## config.mk

```make
export PLATFORM = sky130hd
export DESIGN_NAME = traffic_light_ctrl
export DESIGN_NICKNAME = d
export VERILOG_FILES = /design/src/rtl/traffic_pkg.sv /design/src/rtl/traffic_light_ctrl_tick_prescaler.sv /design/src/rtl/traffic_light_ctrl.sv
export SDC_FILE = /design/constraint.sdc
export NUM_CORES = 1
export LEC_CHECK = 0
export BUFFER_PORTS_ARGS = -buffer_cell sky130_fd_sc_hd__buf_4
export CELL_PAD_IN_SITES_DETAIL_PLACEMENT = 1
export CELL_PAD_IN_SITES_GLOBAL_PLACEMENT = 1
export CORE_MARGIN = 5
export CORE_UTILIZATION = 48
export DETAILED_ROUTE_END_ITERATION = 10
export PLACE_DENSITY_LB_ADDON = 0.3
export SLEW_MARGIN = 20
export SYNTH_ARGS = -nofsm -noshare
export SYNTH_HDL_FRONTEND = slang
export SYNTH_HIERARCHICAL = 1
export SYNTH_SLANG_ARGS = --single-unit
```

## constraint.sdc

```tcl
create_clock -name clk -period 3.7 [get_ports clk]
set_input_delay 0 -clock clk [delete_from_list [all_inputs] [get_ports clk]]
set_output_delay 0 -clock clk [all_outputs]
set_load 0.03 [all_outputs]
```

## src/rtl/traffic_pkg.sv

```systemverilog
// traffic_pkg: shared FSM state encoding, default phase lengths and sizing helper
package traffic_pkg;

    typedef enum logic [1:0] {
        ST_RED    = 2'd0,
        ST_GREEN  = 2'd1,
        ST_YELLOW = 2'd2
    } state_t;

    localparam int DEF_TICK_DIV  = 50_000_000;
    localparam int DEF_GRN_TICKS = 10;
    localparam int DEF_YLW_TICKS = 3;
    localparam int DEF_RED_TICKS = 8;

    function automatic int max3(input int a, input int b, input int c);
        int m;
        m = (a > b) ? a : b;
        return (m > c) ? m : c;
    endfunction

endpackage

```

## src/rtl/traffic_light_ctrl_tick_prescaler.sv

```systemverilog
// tick_prescaler: free-running divider, tick high on the last count of each TICK_DIV window
module tick_prescaler #(
    parameter int TICK_DIV = 4
) (
    input  logic clk,
    input  logic rst,
    output logic tick
);

    localparam int PW = (TICK_DIV > 1) ? $clog2(TICK_DIV) : 1;

    logic [PW-1:0] cnt;

    assign tick = (cnt == PW'(TICK_DIV - 1));

    // wrap at TICK_DIV-1; phase changes never touch this counter
    always_ff @(posedge clk or posedge rst) begin
        if (rst) cnt <= '0;
        else     cnt <= tick ? '0 : cnt + PW'(1);
    end

endmodule

```

## src/rtl/traffic_light_ctrl.sv

```systemverilog
// traffic_light_ctrl: GREEN->YELLOW->RED sequencer; PED_BUTTON_EN holds GREEN until a latched request
module traffic_light_ctrl
    import traffic_pkg::*;
#(
    parameter int TICK_DIV  = DEF_TICK_DIV,
    parameter int GRN_TICKS = DEF_GRN_TICKS,
    parameter int YLW_TICKS = DEF_YLW_TICKS,
    parameter int RED_TICKS = DEF_RED_TICKS
) (
    input  logic clk,
    input  logic rst,
    input  logic ped_req,
    output logic red_trffc_light,
    output logic ylw_trffc_light,
    output logic grn_trffc_light,
    output logic ped_pending
);

    localparam int MAX_TICKS = max3(GRN_TICKS, YLW_TICKS, RED_TICKS);
    localparam int CNT_W     = (MAX_TICKS > 1) ? $clog2(MAX_TICKS) : 1;

    logic             tick;
    state_t           state, state_nxt;
    logic [CNT_W-1:0] cnt, cnt_nxt, last_cnt;
    logic             at_last, grn_ok, advance;

    tick_prescaler #(.TICK_DIV(TICK_DIV)) u_presc (
        .clk  (clk),
        .rst  (rst),
        .tick (tick)
    );

    assign last_cnt = (state == ST_GREEN)  ? CNT_W'(GRN_TICKS - 1) :
                      (state == ST_YELLOW) ? CNT_W'(YLW_TICKS - 1) :
                                             CNT_W'(RED_TICKS - 1);
    assign at_last  = (cnt == last_cnt);

`ifdef PED_BUTTON_EN
    assign grn_ok = ped_pending;
`else
    assign grn_ok = 1'b1;
`endif

    assign advance = tick && at_last && ((state != ST_GREEN) || grn_ok);

    // next state and phase count; GREEN count saturates while waiting for a request
    always_comb begin
        state_nxt = !advance               ? state     :
                    (state == ST_RED)      ? ST_GREEN  :
                    (state == ST_GREEN)    ? ST_YELLOW : ST_RED;
        cnt_nxt   = advance                ? '0              :
                    (tick && !at_last)     ? cnt + CNT_W'(1) : cnt;
    end

    // state, counter and one-hot lights registered together
    always_ff @(posedge clk or posedge rst) begin
        if (rst) begin
            state           <= ST_RED;
            cnt             <= '0;
            red_trffc_light <= 1'b1;
            ylw_trffc_light <= 1'b0;
            grn_trffc_light <= 1'b0;
        end else begin
            state           <= state_nxt;
            cnt             <= cnt_nxt;
            red_trffc_light <= (state_nxt == ST_RED);
            ylw_trffc_light <= (state_nxt == ST_YELLOW);
            grn_trffc_light <= (state_nxt == ST_GREEN);
        end
    end

`ifdef PED_BUTTON_EN
    // latch requests outside RED; entering RED serves them and clear wins
    always_ff @(posedge clk or posedge rst) begin
        if (rst) ped_pending <= 1'b0;
        else     ped_pending <= (advance && state == ST_YELLOW) ? 1'b0 :
                                (ped_req && state != ST_RED)    ? 1'b1 : ped_pending;
    end
`else
    logic unused_ped_req;
    assign unused_ped_req = ped_req;
    assign ped_pending    = 1'b0;
`endif

endmodule

```

==> PnR_summary.wiki <==
{| class="wikitable"
! Metric !! Value
|-
| Outcome || finished clean
|-
| Crit end category || flip-flop
|-
| Max capacitance violation total || 0
|-
| ANT nets after route || 0
|-
| Number of distinct library cells after synthesis || 39
|-
| Clk_skew || 0.00865 ns
|-
| Clk Latency, worst-skew pair || 0.29 ns
|-
| Measured slew at the worst slew-check pin || 0.922 ns
|-
| Sum of overflow across all layers after global routing || 0
|-
| Fmax || 438 MHz
|-
| Yosys top cell by area || dfrtp_1
|-
| Weighted congestion reported at the end of routability-driven placement || 0.767
|-
| Share of the cycle needed by the critical path after routing || 61.7%
|-
| Number of H-tree levels || 2
|-
| Die span in x || 71.8 µm
|-
| Die area || 0.00515 mm²
|-
| CORE AREA || 0.00369 mm²
|-
| HPWL after DPL || 2.92 mm
|-
| Via density per instance || 5.70
|-
| Clock Root Buffer || clkbuf_8
|-
| # DRC || 0
|-
| Critical-path maximum fanout || 8
|-
| Final hold violations || 0
|-
| Share of synthesized area occupied by flip-flops and latches || 47.8%
|-
| Total number of vias || 1333
|-
| Number of failing setup endpoints in the final timing report || 0
|-
| Via count of the first global-routing pass || 1410
|-
| Summed instance area of the synthesized netlist || 0.00183 mm²
|-
| Final worst path period need || 2.28 ns
|-
| Overall routing resource usage || 16.8%
|-
| Power Density || 329 mW/mm²
|-
| Number of instances in the synthesized netlist || 176
|-
| WL final || 4.01 mm
|-
| Reg clk slew, reported paths || 0.08 ns
|-
| Fraction of registers with async set/reset || 100%
|-
| Critical path data required time || 3.88 ns
|-
| Area growth, synth to finish || 8.94%
|-
| Number of diodes || 0
|-
| Length of the first detailed-routing pass in iterations || 4
|-
| DP Area || 0.00190 mm²
|-
| Cell with the most instances after synthesis || dfrtp_1
|-
| Category of the worst setup path launch point || flip-flop
|-
| Initial Utilization || 49.7%
|-
| Proportion of netlist area held by the largest area contributor || 46.4%
|-
| Most area-consuming cells after synthesis || dfrtp_1 46%, xor2_1 4.8%, xnor2_1 4.3%
|-
| Critical path arrival || 2.46 ns
|-
| Number of placed I/O pins || 7
|-
| Mean post-synth cell area || 10.4 µm²
|-
| First element of the critical path || u_presc/cnt[7]
|-
| Num CTS Buffers || 5
|-
| Worst VDD drop || 0.274 mV
|-
| Clk buf depth || 2
|-
| Max Transition Viols Final || 0
|-
| Number of gates resized after CTS || 0
|-
| Worst setup path category || reg -> reg
|-
| Sinks on the clock net || 35
|-
| Relative max-transition margin || 38.2%
|-
| Total power draw || 0.657 mW
|-
| Final setup TNS || 0 ns
|-
| Number of standard-cell rows in the floorplan || 22
|-
| Commonest register cell after synthesis || dfrtp_1
|-
| First-pass GRT wire length || 6.70 mm
|-
| Post-synthesis register bit count || 35
|-
| Clock tree from TritonCTS || done
|-
| Commonest cells in the netlist || 34 x dfrtp_1, 13 x nor2_1, 11 x nand2_1
|-
| Number of antenna violations at the first check in global routing || 0
|-
| Type of the tightest min-delay check || in -> async
|-
| DRT iter0 DRCs || 42
|-
| RSZ-0062 raised after global routing || false
|-
| Quantity of I/O buffers inserted on ports || 4
|-
| Leak || 0.918 nW
|-
| Launch instance of the worst register-to-register path || u_presc/cnt[7]
|-
| Ratio of cells with drive above 1 in the final layout || 10.8%
|-
| EDFF count, synth || 0
|-
| Largest net degree at the start of global routing || 27
|-
| Utilization after layout || 54.1%
|-
| Vertical extent of the die || 71.8 µm
|-
| Drt wl/cell || 17.1 µm
|-
| Synthesis warning total || 6
|-
| Final-stage net count || 194
|-
| Synthesized net count || 185
|-
| Final Instance Area || 0.00200 mm²
|}
[report_power, final]
group | total (mW) | internal [mW] | switching [mW]
clock | 0.263 | 0.129 | 0.135
sequential | 0.383 | 0.383 | 0
combinational | 0.0107 | 0.00153 | 0.00915
total | 0.657 | 0.513 | 0.144
[critical path, stage by stage, from the launching register on]
cell,delay (ns)
dfrtp_1,0.46
nor4bb_1,0.34
nand4_1,0.23
nor3_2,0.24
inv_1,0.09
a2111o_1,0.46
mux2_4,0.35
[what timing repair did]
action                    in CTS  in global routing
setup buffers                  0                  0
hold buffers                   1                  0
hold endpoints to repair      35                  0
[cell families after synthesis]
| family | Yosys count | synth area share [%] |
|---|---|---|
| AND/OR/NAND/NOR | 76 | 24.0 |
| multiplexers | 7 | 4.64 |
| adder cells (fa/ha/maj) | 6 | 4.10 |
| other | 1 | 0.205 |
| AO/OA/AOI/OAI | 20 | 6.96 |
| XOR/XNOR | 19 | 9.08 |
| buffers and inverters | 12 | 3.14 |
| flip-flops | 35 | 47.9 |
[area by class of cell]
| class | instances | area [µm²] |
|---|---|---|
| fill | 425 | 1690 |
| clock buffer | 5 | 68.8 |
| sequential | 35 | 877 |
| multi-input combinational | 129 | 898 |
| clock inverter | 3 | 15.0 |
| timing repair buffer | 6 | 47.5 |
| inverter | 8 | 30.0 |
| tap | 48 | 60.1 |
[routing by layer]
layer / share of wire [%] / vias to the layer above / global-route usage [%]
met3: 2.1 / 4 / 4.21
met2: 53 / 11 / 28.8
li1: - / 645 / -
met5: 0 / - / 0
met4: 0.67 / 0 / 5.64
met1: 45 / 673 / 20.4
[state kept, by name, indices dropped and copies added, names as in the netlist]
| register | count |
|---|---|
| state | 2 |
| grn_trffc_light | 1 |
| red_trffc_light | 1 |
| cnt | 4 |
| u_presc/cnt | 26 |
| ylw_trffc_light | 1 |
[metrics by stage]
step / worst slack [ns] / cells / hold slack (ns)
2_1_floorplan: 1.14 / 176 / -0.173
3_3_place_gp: 1.50 / 225 / -0.0113
3_5_place_dp: 1.43 / 225 / 0.0107
4_1_cts: 1.41 / 234 / 0.244
5_1_grt: 1.26 / 234 / 0.281
6_report: 1.42 / 234 / 0.268
[layout by cell type, fill, tap and decap left out, types with 2 or more instances in the layout]
| master | n |
|---|---|
| or4_1 | 5 |
| nor4bb_1 | 2 |
| nor2b_1 | 2 |
| and2_1 | 2 |
| o21ai_0 | 4 |
| nand4_1 | 8 |
| and4_1 | 4 |
| xor2_1 | 10 |
| nand2_1 | 11 |
| clkinv_2 | 3 |
| o31ai_1 | 6 |
| clkbuf_8 | 5 |
| nand3_1 | 10 |
| nand2b_1 | 2 |
| nor3_1 | 2 |
| a21oi_1 | 7 |
| or3_1 | 3 |
| nor2_1 | 13 |
| xnor2_1 | 9 |
| dfrtp_1 | 34 |
| mux2i_1 | 4 |
| and3_1 | 5 |
| ha_1 | 6 |
| mux2_4 | 3 |
| buf_4 | 5 |
| inv_1 | 7 |
[path summary, 6_finish.rpt]
check / endpoint / slack, ns / cells after the start
hold reg to reg: u_presc/cnt[18] / 0.51 / 1
max in group asynchronous: u_presc/cnt[15] / 2.87 / 3
hold / removal: grn_trffc_light / 0.27 / 3
setup reg to reg: state[0] / 1.42 / 6
min in group clk: u_presc/cnt[18] / 0.51 / 1
setup / recovery: state[0] / 1.42 / 6
(Power assumes the default switching activity.)
